### src/rtl/serial_addsub.sv
// Bit-serial two's-complement adder/subtractor: LSB-first operands framed by start,
// combinational sum bit plus a parallel result, carry-out and overflow per frame.
module serial_addsub #(
    parameter int WIDTH = 8
) (
    input  logic             clock,
    input  logic             resetn,
    input  logic             start,
    input  logic             sub,
    input  logic             a,
    input  logic             b,
    output logic             q,
    output logic             state,
    output logic             busy,
    output logic             done,
    output logic [WIDTH-1:0] result,
    output logic             cout,
    output logic             overflow
);
    localparam int CW = $clog2(WIDTH);

    typedef enum logic {IDLE, RUN} phase_t;
    phase_t phase, phase_nxt;

    logic             mode;
    logic [CW-1:0]    cnt;
    logic [WIDTH-1:0] shreg;
    logic             active, mode_eff, cin, be, s, cn, last;

    // Before the frame starts, sub doubles as carry-in so subtract is a + ~b + 1.
    always_comb begin
        active   = busy | start;
        mode_eff = busy ? mode : sub;
        cin      = busy ? state : sub;
        be       = b ^ mode_eff;
        s        = a ^ be ^ cin;
        cn       = (a & be) | (cin & (a ^ be));
        last     = busy && (cnt == CW'(WIDTH - 1));
    end

    assign q = active & s;

    always_ff @(posedge clock or negedge resetn) begin
        if (!resetn) phase <= IDLE;
        else         phase <= phase_nxt;
    end

    always_comb begin
        phase_nxt = phase;
        case (phase)
            IDLE:    if (start) phase_nxt = RUN;
            RUN:     if (last)  phase_nxt = IDLE;
            default: phase_nxt = IDLE;
        endcase
    end

    always_comb begin
        busy = (phase == RUN);
    end

    always_ff @(posedge clock or negedge resetn) begin
        if (!resetn) begin
            state    <= 1'b0;
            mode     <= 1'b0;
            cnt      <= '0;
            shreg    <= '0;
            result   <= '0;
            cout     <= 1'b0;
            overflow <= 1'b0;
            done     <= 1'b0;
        end else begin
            done <= 1'b0;
            if (!busy && start) begin
                mode  <= sub;
                state <= cn;
                shreg <= {s, shreg[WIDTH-1:1]};
                cnt   <= CW'(1);
            end else if (busy) begin
                shreg <= {s, shreg[WIDTH-1:1]};
                if (last) begin
                    cnt      <= '0;
                    state    <= 1'b0;
                    result   <= {s, shreg[WIDTH-1:1]};
                    cout     <= cn;
                    overflow <= cn ^ cin;
                    done     <= 1'b1;
                end else begin
                    state <= cn;
                    cnt   <= cnt + CW'(1);
                end
            end
        end
    end
endmodule
### config.mk
export PLATFORM = sky130hd
export DESIGN_NAME = serial_addsub
export DESIGN_NICKNAME = d
export VERILOG_FILES = /design/src/rtl/serial_addsub.sv
export SDC_FILE = /design/constraint.sdc
export NUM_CORES = 1
export LEC_CHECK = 0
export ABC_AREA = 1
export CORE_MARGIN = 2
export CORE_UTILIZATION = 64
export DETAILED_ROUTE_END_ITERATION = 8
export DONT_BUFFER_PORTS = 1
export GPL_TIMING_DRIVEN = 0
export PLACE_DENSITY = 0.8
export SLEW_MARGIN = 20
export SYNTH_ARGS = -nofsm -noshare
export SYNTH_HDL_FRONTEND = slang
export SYNTH_SLANG_ARGS = --single-unit
### constraint.sdc
create_clock -name clock -period 2.9 [get_ports clock]
set_input_delay 0.58 -clock clock [delete_from_list [all_inputs] [get_ports clock]]
set_output_delay 0.58 -clock clock [all_outputs]
set_load 0.01 [all_outputs]
==> metrics.log, run 1 <==
INFO  metric antenna_cells = 0
INFO  metric number_of_setup_violations_in_the_final_report = 0
INFO  metric critical_path_required = 2.32 ns
INFO  metric critical_path.top_delay_family = adder cells
INFO  metric compound_gate_fraction_of_synth_area = 13.11%
INFO  metric preCtsSetupSlack = 0.5802 ns
INFO  metric fin_crit_sh = 91.58%
INFO  metric ys_ff_latch = 24
INFO  metric die_area = 0.001997 sq mm
INFO  metric setup_repair_after_global_routing_missed_its_margin = no
INFO  metric cts.repair.resized = 0
INFO  metric total_power = 1.421 mW
INFO  metric worst_pin_slew = 0.5222 ns
INFO  metric cts_max_path_buffers = 2
INFO  metric gp_congestion = 0.8140
INFO  metric floorplan.core_area = 0.001524 sq mm
INFO  metric io_buffers = 0
INFO  metric synth.mux.area_fraction = 0%
INFO  metric worst_hold_slack = 0.2322 ns
INFO  metric worstSkewPairLatency = 0.30 ns
INFO  metric setup.worst_path.start_class = register
INFO  metric clk_pin_slew_worst_paths = 0.13 ns
INFO  metric type_of_the_worst_setup_path = reg -> out
INFO  metric critical_path_arrival = 2.08 ns
INFO  metric place_inst = 119
INFO  metric layout_commonest_cell = sky130_fd_sc_hd__nand2_1
INFO  metric largest_net_degree_at_the_start_of_global_routing = 25
INFO  metric die_h = 44.69 microns
INFO  metric wirelength = 1.637 mm
INFO  metric min-delay-path-class = in -> async
INFO  metric fmaxAchievable = 376.5 MHz
INFO  metric final.min_clock_period = 2.656 ns
INFO  metric synth-seq-area-share = 56.67%
INFO  metric outcome = finished, final reports clean
INFO  metric most_instantiated_flip_flop_cell_in_the_synthesis_netlist = sky130_fd_sc_hd__dfrtp_1
INFO  metric grt_pass1_vias = 678
INFO  metric netlist_area = 0.001060 sq mm
INFO  metric drt-pass1-iter-count = 4
INFO  metric post-route-worst-setup-slack = 0.2442 ns
INFO  metric totalNegativeSetupSlack = 0 ns
INFO  metric effective_utilization_at_floorplan = 69.54%
INFO  metric rows = 14
INFO  metric multi_input_area = 374.1 sq um
INFO  metric power.static_leakage = 0.5718 nW
INFO  metric ctsHtreeMaxLevel = 1
INFO  metric cts_root_buffer = sky130_fd_sc_hd__clkbuf_4
INFO  metric power_per_cell_area = 1250 mW/mm^2
INFO  metric timing.critical_path.buf_inv = 2
INFO  metric critical_path.max_stage_delay = 0.50 ns
INFO  metric cts_setup_buffers = 0
INFO  metric clkSinkCount = 24
INFO  metric largest_family_of_logic_cells_by_synthesized_area = simple AND/OR/NAND/NOR gates
INFO  metric cp_cell_sequence = buf_6 > inv_1 > nand2_1 > nand2_1 > xnor2_1 > fa_1 > nor2_1
INFO  metric synthArstFlopShare = 100.0%
INFO  metric cap_violations = 0
INFO  metric worstSetupEndpointType = output port
INFO  metric finalClockSkew = 0.002397 ns
INFO  metric fin_nets = 118
INFO  metric i_o_pin_count = 20
INFO  metric max_slew_margin = 65.19%
INFO  metric dr_total_vias = 678
INFO  metric drt_drc_violations_left = 0
INFO  metric antenna_left = 0
INFO  metric overflow = 0
INFO  metric synth_area_per_inst = 10.29 sq um
INFO  metric synth_enable_flop_cells = 0
INFO  metric yosysWarnings = 0
INFO  metric first_iter_violations = 9
INFO  metric adder_cell_share_of_the_synthesized_area = 4.250%
INFO  metric routed_via_density = 5.468
INFO  metric cp_slowest_cell = sky130_fd_sc_hd__fa_1
INFO  metric tritoncts = done
INFO  metric synthXorXnorAreaFrac = 0.8264%
INFO  metric numCtsBuffers = 3
INFO  metric synthesized_netlist_net_count = 112
INFO  metric floorplan.die.width = 44.69 microns
INFO  metric layout.area.seq = 600.6 sq um
INFO  metric timing.critical_path.fanout_max = 8
INFO  metric post_layout_nonfiller_instances = 124
INFO  metric global_route_wire_length_before_repair = 2.891 mm
INFO  metric finalHoldViolCount = 0
INFO  metric flow.area_growth_from_synthesis = 7.320%
INFO  metric vdd_ir_drop_max = 0.0008155 V
INFO  metric gr-usage-all-layers = 19.83%
INFO  metric slew_violations = 0
INFO  metric critical-path-top-cell-by-count = sky130_fd_sc_hd__nand2_1
INFO  metric syn-instance-count = 103
INFO  metric fillerInstances = 104
INFO  metric grt_antenna_before_repair = 0
INFO  metric most-common-layout-cells = sky130_fd_sc_hd__nand2_1, sky130_fd_sc_hd__dfrtp_1, sky130_fd_sc_hd__inv_1
INFO  metric synth_simple_gate_area_share = 17.12%
INFO  metric ys_types = 17
INFO  metric dpl.hpwl = 1.206 mm
INFO  metric wire_per_inst = 13.20 microns
INFO  metric layout-drive-gt1-share = 17.59%
[sequential cells by signal, indices dropped and copies added, names as in the netlist]
| name | cells |
|---|---|
| result | 8 |
| shreg | 7 |
| cnt | 3 |
| busy | 1 |
| cout | 1 |
| done | 1 |
| mode | 1 |
| overflow | 1 |
| state | 1 |
[cells in the mapped netlist (2+ instances only)]
cell type,number,area (sq um)
sky130_fd_sc_hd__dfrtp_1,24,600.6
sky130_fd_sc_hd__o21ai_2,8,70.07
sky130_fd_sc_hd__o21ai_0,9,45.04
sky130_fd_sc_hd__nand2_1,29,108.9
sky130_fd_sc_hd__nand3_1,2,10.01
sky130_fd_sc_hd__ha_1,2,25.02
sky130_fd_sc_hd__buf_6,3,33.78
sky130_fd_sc_hd__inv_1,12,45.04
sky130_fd_sc_hd__nor2_1,6,22.52
[kinds of logic (layout without fill, tap and decap cells)]
kind of cell	count (synthesis)	in the layout
and+or+nand+nor	39	39
DFF	24	24
AOI/OAI and AO/OA	20	20
buffers and inverters	16	21
adders and majority gates	3	3
xor gates and xnor gates	1	1
[layout make-up]
class	count	share of cell area, %
Sequential cell	24	52.81
Multi-Input combinational cell	63	32.89
Inverter	13	4.510
Buffer	3	2.970
Clock inverter	1	2.640
Clock buffer	3	1.980
Tap cell	16	1.760
Timing Repair Buffer	1	0.4400
[report_power, final]
part | switching [mW] | internal [mW]
Clock | 0.0952 | 0.139
Sequential | 0.128 | 0.497
Combinational | 0.336 | 0.227
Total | 0.559 | 0.863
[layer usage]
layer | global-route usage [%] | up-vias | part of all wire [%]
met1 | 26.58 | 327 | 46
met5 | 0 | - | 0
li1 | - | 334 | -
met4 | 6.061 | 0 | 0.79
met3 | 5.600 | 2 | 5.6
met2 | 31.59 | 15 | 48
[final timing paths]
path / slack (ns) / depth (start not counted) / end / from
setup / recovery: 0.24 / 7 / q / busy$_DFF_PN0_
hold / removal: 0.23 / 1 / done$_DFF_PN0_ / resetn
setup reg to reg: 0.90 / 8 / shreg[7]$_DFFE_PN0P_ / busy$_DFF_PN0_
hold reg to reg: 0.49 / 2 / result[0]$_DFFE_PN0P_ / shreg[1]$_DFFE_PN0P_
max in group asynchronous: 2.32 / 1 / result[6]$_DFFE_PN0P_ / resetn
min in group clock: 0.43 / 2 / mode$_DFFE_PN0P_ / sub
[what timing repair did]
| action | in CTS | in global routing |
|---|---|---|
| setup endpoints to repair | 0 | 0 |
| hold buffers | 1 | 0 |
| hold endpoints to repair | 24 | 0 |
[stage by stage]
| stage | cell area (sq um) | utilization, % |
|---|---|---|
| 3_3_place_gp | 1080 | 70.85 |
| 6_report | 1137 | 74.63 |
| 3_5_place_dp | 1080 | 70.85 |
| 4_1_cts | 1142 | 74.96 |
| 5_1_grt | 1137 | 74.63 |
| 2_1_floorplan | 1060 | - |
(Power assumes the default switching activity.)
==> run 2: changes to the inputs <==
CTS_BUF_LIST = sky130_fd_sc_hd__clkbuf_16   (was not set)
HOLD_SLACK_MARGIN = 0.03   (was not set)
REMOVE_ABC_BUFFERS = 1   (was not set)
==> run 2 against run 1 <==
  * Count of clock-buffer cells in the layout is the same
  * Die area stayed put
  * Largest power group unchanged
  * Sequential power is 5.4% higher
  * Worst setup slack improved by 0.0020 ns
  * Critical path type unchanged
==> metrics.log, run 2 (synthesized netlist as in run 1, its figures left out) <==
INFO  metric vdd_ir_drop_max = 0.0007371 V (-9.6%)
INFO  metric top_regs = result x8, shreg x7, cnt x3
INFO  metric multi_input_area = 374.1 sq um (unchanged)
INFO  metric timing.rr.start = busy$_DFF_PN0_
INFO  metric timing.critical_path.fanout_max = 9 (+1)
INFO  metric worst_case_register_to_register_setup_slack = 0.85 ns (-0.05 ns)
INFO  metric floorplan.core_area = 0.001524 sq mm (unchanged)
INFO  metric post_dp_cell_area = 0.001046 sq mm (-3.1%)
INFO  metric largest_register = result
INFO  metric drt-pass1-iter-count = 4 (unchanged)
INFO  metric worstSetupEndpointType = output port
INFO  metric min-delay-path-class = in -> async
INFO  metric largest_net_degree_at_the_start_of_global_routing = 25 (unchanged)
INFO  metric cts_max_path_buffers = 2 (unchanged)
INFO  metric timing.rr.end = shreg[7]$_DFFE_PN0P_
INFO  metric setup_repair_after_global_routing_missed_its_margin = no
INFO  metric type_of_the_worst_setup_path = reg -> out
INFO  metric number_of_setup_violations_in_the_final_report = 0 (unchanged)
INFO  metric i_o_pin_count = 20 (unchanged)
INFO  metric timing.critical_path.buf_inv = 1 (-1)
INFO  metric floorplan.die.width = 44.69 microns (unchanged)
INFO  metric clkSinkCount = 24 (unchanged)
INFO  metric layout.area.seq = 601.8 sq um (+0.21%)
INFO  metric cts_setup_buffers = 0 (unchanged)
INFO  metric die_area = 0.001997 sq mm (unchanged)
INFO  metric grt_pass1_vias = 714 (+5.3%)
INFO  metric critical_path.max_stage_delay = 0.57 ns (+0.07 ns)
INFO  metric finalHoldViolCount = 0 (unchanged)
INFO  metric fillerInstances = 110 (+5.8%)
INFO  metric fin_crit_sh = 91.51% (about the same)
INFO  metric critPathLaunch = busy$_DFF_PN0_
INFO  metric ctsHtreeMaxLevel = 1 (unchanged)
INFO  metric final.min_clock_period = 2.654 ns (-0.001980 ns)
INFO  metric layout_commonest_cell = sky130_fd_sc_hd__nand2_1
INFO  metric rows = 14 (unchanged)
INFO  metric dpl.hpwl = 1.155 mm (-4.2%)
INFO  metric final_util = 73.97% (-0.66 points)
INFO  metric wirelength = 1.770 mm (+8.1%)
INFO  metric totalNegativeSetupSlack = 0 ns (unchanged)
INFO  metric die_h = 44.69 microns (unchanged)
INFO  metric fmaxAchievable = 376.8 MHz (about the same)
INFO  metric finalClockSkew = 0.004032 ns (+0.001635 ns)
INFO  metric worstSkewPairLatency = 0.25 ns (-0.05 ns)
INFO  metric reg2reg_path_depth = 7 (-1)
INFO  metric routed_via_density = 5.517 (+0.89%)
INFO  metric gp_congestion = 0.6842 (-16%)
INFO  metric cp_slowest_cell = sky130_fd_sc_hd__dfrtp_2
INFO  metric critical_path.top_delay_family = flip-flops
INFO  metric worst_pin_slew = 0.5081 ns (-0.01402 ns)
INFO  metric overflow = 0 (unchanged)
INFO  metric critical_path_required = 2.32 ns (about the same)
INFO  metric power.static_leakage = 0.5622 nW (-1.7%)
INFO  metric gr-usage-all-layers = 20.95% (+1.1 points)
INFO  metric total_power = 1.449 mW (+1.9%)
INFO  metric outcome = finished, final reports clean
INFO  metric drt_drc_violations_left = 0 (unchanged)
INFO  metric critical_path_arrival = 2.07 ns (about the same)
INFO  metric antenna_left = 0 (unchanged)
INFO  metric final_area = 0.001127 sq mm (-0.88%)
INFO  metric max_slew_margin = 66.12% (+0.93 points)
INFO  metric cp_cell_sequence = inv_1 > nand2_1 > nand2_1 > xnor2_1 > fa_1 > nor2_1
INFO  metric fin_nets = 115 (-2.5%)
INFO  metric effective_utilization_at_floorplan = 69.54% (unchanged)
INFO  metric tritoncts = done
INFO  metric antenna_cells = 0 (unchanged)
INFO  metric global_route_wire_length_before_repair = 2.932 mm (+1.4%)
INFO  metric power_per_cell_area = 1285 mW/mm^2 (+2.8%)
INFO  metric numCtsBuffers = 3 (unchanged)
INFO  metric cap_violations = 0 (unchanged)
INFO  metric flow.area_growth_from_synthesis = 6.375%
INFO  metric first_iter_violations = 6 (-3)
INFO  metric largest_reg_flops = 8 (unchanged)
INFO  metric most-common-layout-cells = sky130_fd_sc_hd__nand2_1, sky130_fd_sc_hd__dfrtp_1, sky130_fd_sc_hd__inv_1
INFO  metric cts_root_buffer = sky130_fd_sc_hd__clkbuf_16
INFO  metric wire_per_inst = 14.75 microns (+12%)
INFO  metric clk_pin_slew_worst_paths = 0.06 ns (-0.07 ns)
INFO  metric slew_violations = 0 (unchanged)
INFO  metric layout-drive-gt1-share = 15.38% (-2.2 points)
INFO  metric critical-path-top-cell-by-count = sky130_fd_sc_hd__nand2_1
INFO  metric dr_total_vias = 662 (-2.4%)
INFO  metric grt_antenna_before_repair = 0 (unchanged)
INFO  metric setup.worst_path.start_class = register
INFO  metric io_buffers = 0 (unchanged)
INFO  metric worst_hold_slack = 0.2915 ns (+0.05929 ns)
-- run 2: changes by cell type in the layout (fill, tap and decap cells not counted) --
cell and delta:
sky130_fd_sc_hd__clkbuf_4 -3, sky130_fd_sc_hd__dfrtp_2 +1, sky130_fd_sc_hd__buf_6 -3, sky130_fd_sc_hd__clkbuf_16 +3, sky130_fd_sc_hd__dfrtp_1 -1, sky130_fd_sc_hd__bufinv_16 -1
-- run 2: final cells by class --
| class | count | share of cell area, % |
|---|---|---|
| repair buffers | 1 | 0.4440 |
| clock buffers | 3 | 6.659 |
| well taps | 16 | 1.776 |
| multi-input cells | 63 | 33.19 |
| inverters | 13 | 4.551 |
| flip-flops and latches | 24 | 53.39 |
-- run 2: timing repair --
item,4_1_cts,5_1_grt
hold buffers,1,0
hold endpoints to repair,24,0
setup endpoints to repair,0,1
gates resized for setup,0,1
-- run 2: worst max-delay path by stage --
stage	endpoint	slack [ns]	cells after the start
after floorplan	q	0.55	6
final	q	0.25	6
after global routing	q	0.11	6
after CTS	q	0.01	6
after global placement	q	0.37	6
after detailed placement	q	0.32	6
-- run 2: metrics by stage --
step	instances	setup WS [ns]
finish	120	0.2462
global route	120	0.1123
CTS	120	0.01215
detailed placement	116	0.3231
global placement	116	0.3730
floorplan	100	0.5469
-- run 2: metal layers --
metal	up-vias	global-route usage, %	wire length (microns)
met1	317	23.56	724
met4	0	9.091	9
met3	2	4.400	109
met5	-	0	0
met2	19	37.97	927
li1	324	-	-
-- run 2: where the power goes --
group          switching, mW  total, mW  internal [mW]
registers              0.158      0.658          0.500
clock network          0.105      0.286          0.182
logic                  0.308      0.504          0.196
total                  0.570       1.45          0.879
==> run 3: changes to the inputs <==
CORE_UTILIZATION = 59   (was 64)
PLACE_DENSITY = 0.75   (was 0.8)
clock period = 2.6 ns   (was 2.9 ns; I/O delays follow)
==> run 3 against run 2 <==
  * Count of clock-buffer cells in the layout unchanged
  * Clock power up 13%
  * Non-clock buffer count up 1
  * Register-to-register slack worse by 0.16 ns
  * Largest cell class unchanged
  * Final cell count up 8.3%
  * Sequential power up 10%
  * Highest routed layer unchanged
  * Largest power group unchanged
==> metrics.log, run 3 (synthesized netlist as in run 1, its figures left out) <==
INFO  metric reg2reg_path_depth = 7 (unchanged)
INFO  metric layout-drive-gt1-share = 17.14% (+1.8 points)
INFO  metric timing.rr.start = busy$_DFF_PN0_
INFO  metric largest_reg_flops = 8 (unchanged)
INFO  metric die_area = 0.002151 sq mm (+7.7%)
INFO  metric global_route_wire_length_before_repair = 2.856 mm (-2.6%)
INFO  metric final_util = 67.11% (-6.9 points)
INFO  metric overflow = 0 (unchanged)
INFO  metric fillerInstances = 136 (+24%)
INFO  metric worstSetupEndpointType = output port
INFO  metric critical_path.max_stage_delay = 0.50 ns (-0.07 ns)
INFO  metric finalHoldViolCount = 0 (unchanged)
INFO  metric clkSinkCount = 24 (unchanged)
INFO  metric tritoncts = done
INFO  metric gp_congestion = 0.7220 (+5.5%)
INFO  metric first_iter_violations = 9 (+3)
INFO  metric largest_register = result
INFO  metric die_h = 46.38 microns (+3.8%)
INFO  metric floorplan.die.width = 46.38 microns (+3.8%)
INFO  metric outcome = finished, final reports clean
INFO  metric dr_total_vias = 668 (+0.91%)
INFO  metric cp_slowest_cell = sky130_fd_sc_hd__fa_1
INFO  metric antenna_cells = 0 (unchanged)
INFO  metric worstSkewPairLatency = 0.25 ns (about the same)
INFO  metric top_regs = result x8, shreg x7, cnt x3
INFO  metric slew_violations = 0 (unchanged)
INFO  metric most-common-layout-cells = sky130_fd_sc_hd__nand2_1, sky130_fd_sc_hd__dfrtp_1, sky130_fd_sc_hd__inv_1
INFO  metric fin_nets = 116 (+0.87%)
INFO  metric cap_violations = 0 (unchanged)
INFO  metric totalNegativeSetupSlack = 0 ns (unchanged)
INFO  metric clk_pin_slew_worst_paths = 0.06 ns (about the same)
INFO  metric cts_root_buffer = sky130_fd_sc_hd__clkbuf_16
INFO  metric fin_crit_sh = 93.92%
INFO  metric power_per_cell_area = 1427 mW/mm^2 (+11%)
INFO  metric setup.worst_path.start_class = register
INFO  metric numCtsBuffers = 3 (unchanged)
INFO  metric routed_via_density = 5.138 (-6.9%)
INFO  metric finalClockSkew = 0.003171 ns (-0.0008610 ns)
INFO  metric rows = 15 (+1)
INFO  metric largest_net_degree_at_the_start_of_global_routing = 25 (unchanged)
INFO  metric grt_pass1_vias = 626 (-12%)
INFO  metric power.static_leakage = 0.5651 nW (+0.51%)
INFO  metric dpl.hpwl = 1.178 mm (+1.9%)
INFO  metric gr-usage-all-layers = 19.41% (-1.5 points)
INFO  metric layout_commonest_cell = sky130_fd_sc_hd__nand2_1
INFO  metric min-delay-path-class = in -> async
INFO  metric wire_per_inst = 13.39 microns (-9.2%)
INFO  metric flow.area_growth_from_synthesis = 8.147%
INFO  metric ctsHtreeMaxLevel = 1 (unchanged)
INFO  metric worst_pin_slew = 0.5176 ns (+0.009476 ns)
INFO  metric antenna_left = 0 (unchanged)
INFO  metric wirelength = 1.741 mm (-1.6%)
INFO  metric timing.rr.end = shreg[7]$_DFFE_PN0P_
INFO  metric vdd_ir_drop_max = 0.0008165 V (+11%)
INFO  metric critical-path-top-cell-by-count = sky130_fd_sc_hd__nand2_1
INFO  metric number_of_setup_violations_in_the_final_report = 0 (unchanged)
INFO  metric type_of_the_worst_setup_path = reg -> out
INFO  metric cp_cell_sequence = inv_1 > nand2_1 > nand2_1 > xnor2_1 > fa_1 > nor2_2
INFO  metric worst_case_register_to_register_setup_slack = 0.69 ns (-0.16 ns)
INFO  metric i_o_pin_count = 20 (unchanged)
INFO  metric floorplan.core_area = 0.001708 sq mm (+12%)
INFO  metric drt-pass1-iter-count = 4 (unchanged)
INFO  metric critical_path_arrival = 1.92 ns (-0.15 ns)
INFO  metric critical_path_required = 2.08 ns (-0.24 ns)
INFO  metric io_buffers = 0 (unchanged)
INFO  metric max_slew_margin = 65.49% (-0.63 points)
INFO  metric timing.critical_path.fanout_max = 6 (-3)
INFO  metric fmaxAchievable = 409.5 MHz
INFO  metric cts_max_path_buffers = 2 (unchanged)
INFO  metric grt_antenna_before_repair = 0 (unchanged)
INFO  metric final.min_clock_period = 2.442 ns
INFO  metric effective_utilization_at_floorplan = 62.05% (-7.5 points)
INFO  metric drt_drc_violations_left = 0 (unchanged)
INFO  metric setup_repair_after_global_routing_missed_its_margin = no
## run 3: changes by cell type in the layout (fill, tap and decap cells not counted), sizes merged
cell  delta
buf      +1
## run 3: critical path, delay by kind of cell, from the launching register on
kind                       cells  cell delay (ns)
xor gates and xnor gates       1             0.23
adders and majority gates      1             0.50
buffers and inverters          1             0.10
DFF                            1             0.49
and+or+nand+nor                3             0.35
## run 3: final cells by class
cell class | count | area (sq um) | area share [%]
Clock buffer | 3 | 75.07 | 6.550
Sequential cell | 24 | 601.8 | 52.51
Tap cell | 25 | 31.28 | 2.729
Timing Repair Buffer | 2 | 10.01 | 0.8734
Multi-Input combinational cell | 63 | 376.6 | 32.86
Inverter | 13 | 51.30 | 4.476
## run 3: metrics by stage
step	power [mW]	area, sq um	cells	setup slack, ns	hold WS [ns]
after floorplan	1.166	1026	100	0.3069	0.2244
after global placement	1.251	1057	125	0.1166	0.2249
after detailed placement	1.290	1057	125	0.03253	0.2249
after CTS	1.642	1149	130	0.08060	0.4570
after global routing	1.776	1146	130	0.04187	0.2748
final	1.635	1146	130	0.1580	0.2369
## run 3: how the worst max path moves through the flow
stage | cells after the start | slack, ns | start | end
finish | 6 | 0.16 | busy$_DFF_PN0_ | q
global route | 6 | 0.04 | busy$_DFF_PN0_ | q
CTS | 6 | 0.08 | busy$_DFF_PN0_ | q
detailed placement | 6 | 0.03 | busy$_DFF_PN0_ | q
global placement | 6 | 0.12 | busy$_DFF_PN0_ | q
floorplan | 6 | 0.31 | busy$_DFF_PN0_ | q
## run 3: where the power goes
group	internal, mW	switching, mW
logic	0.231	0.356
registers	0.558	0.167
clock network	0.203	0.119
## run 3: metal layers
metal / vias to the layer above / wire length (microns) / global-route usage [%]
li1: 326 / - / -
met1: 322 / 734 / 25.51
met2: 18 / 860 / 29.17
met3: 2 / 131 / 6.275
met4: 0 / 14 / 8.571
met5: - / 0 / 0
## run 3: repair_timing
action	CTS	global route
endpoints found under the setup margin	1	1
endpoints found under the hold margin	24	0
buffers inserted	1	0
gates resized for setup	1	1
hold buffers	1	0
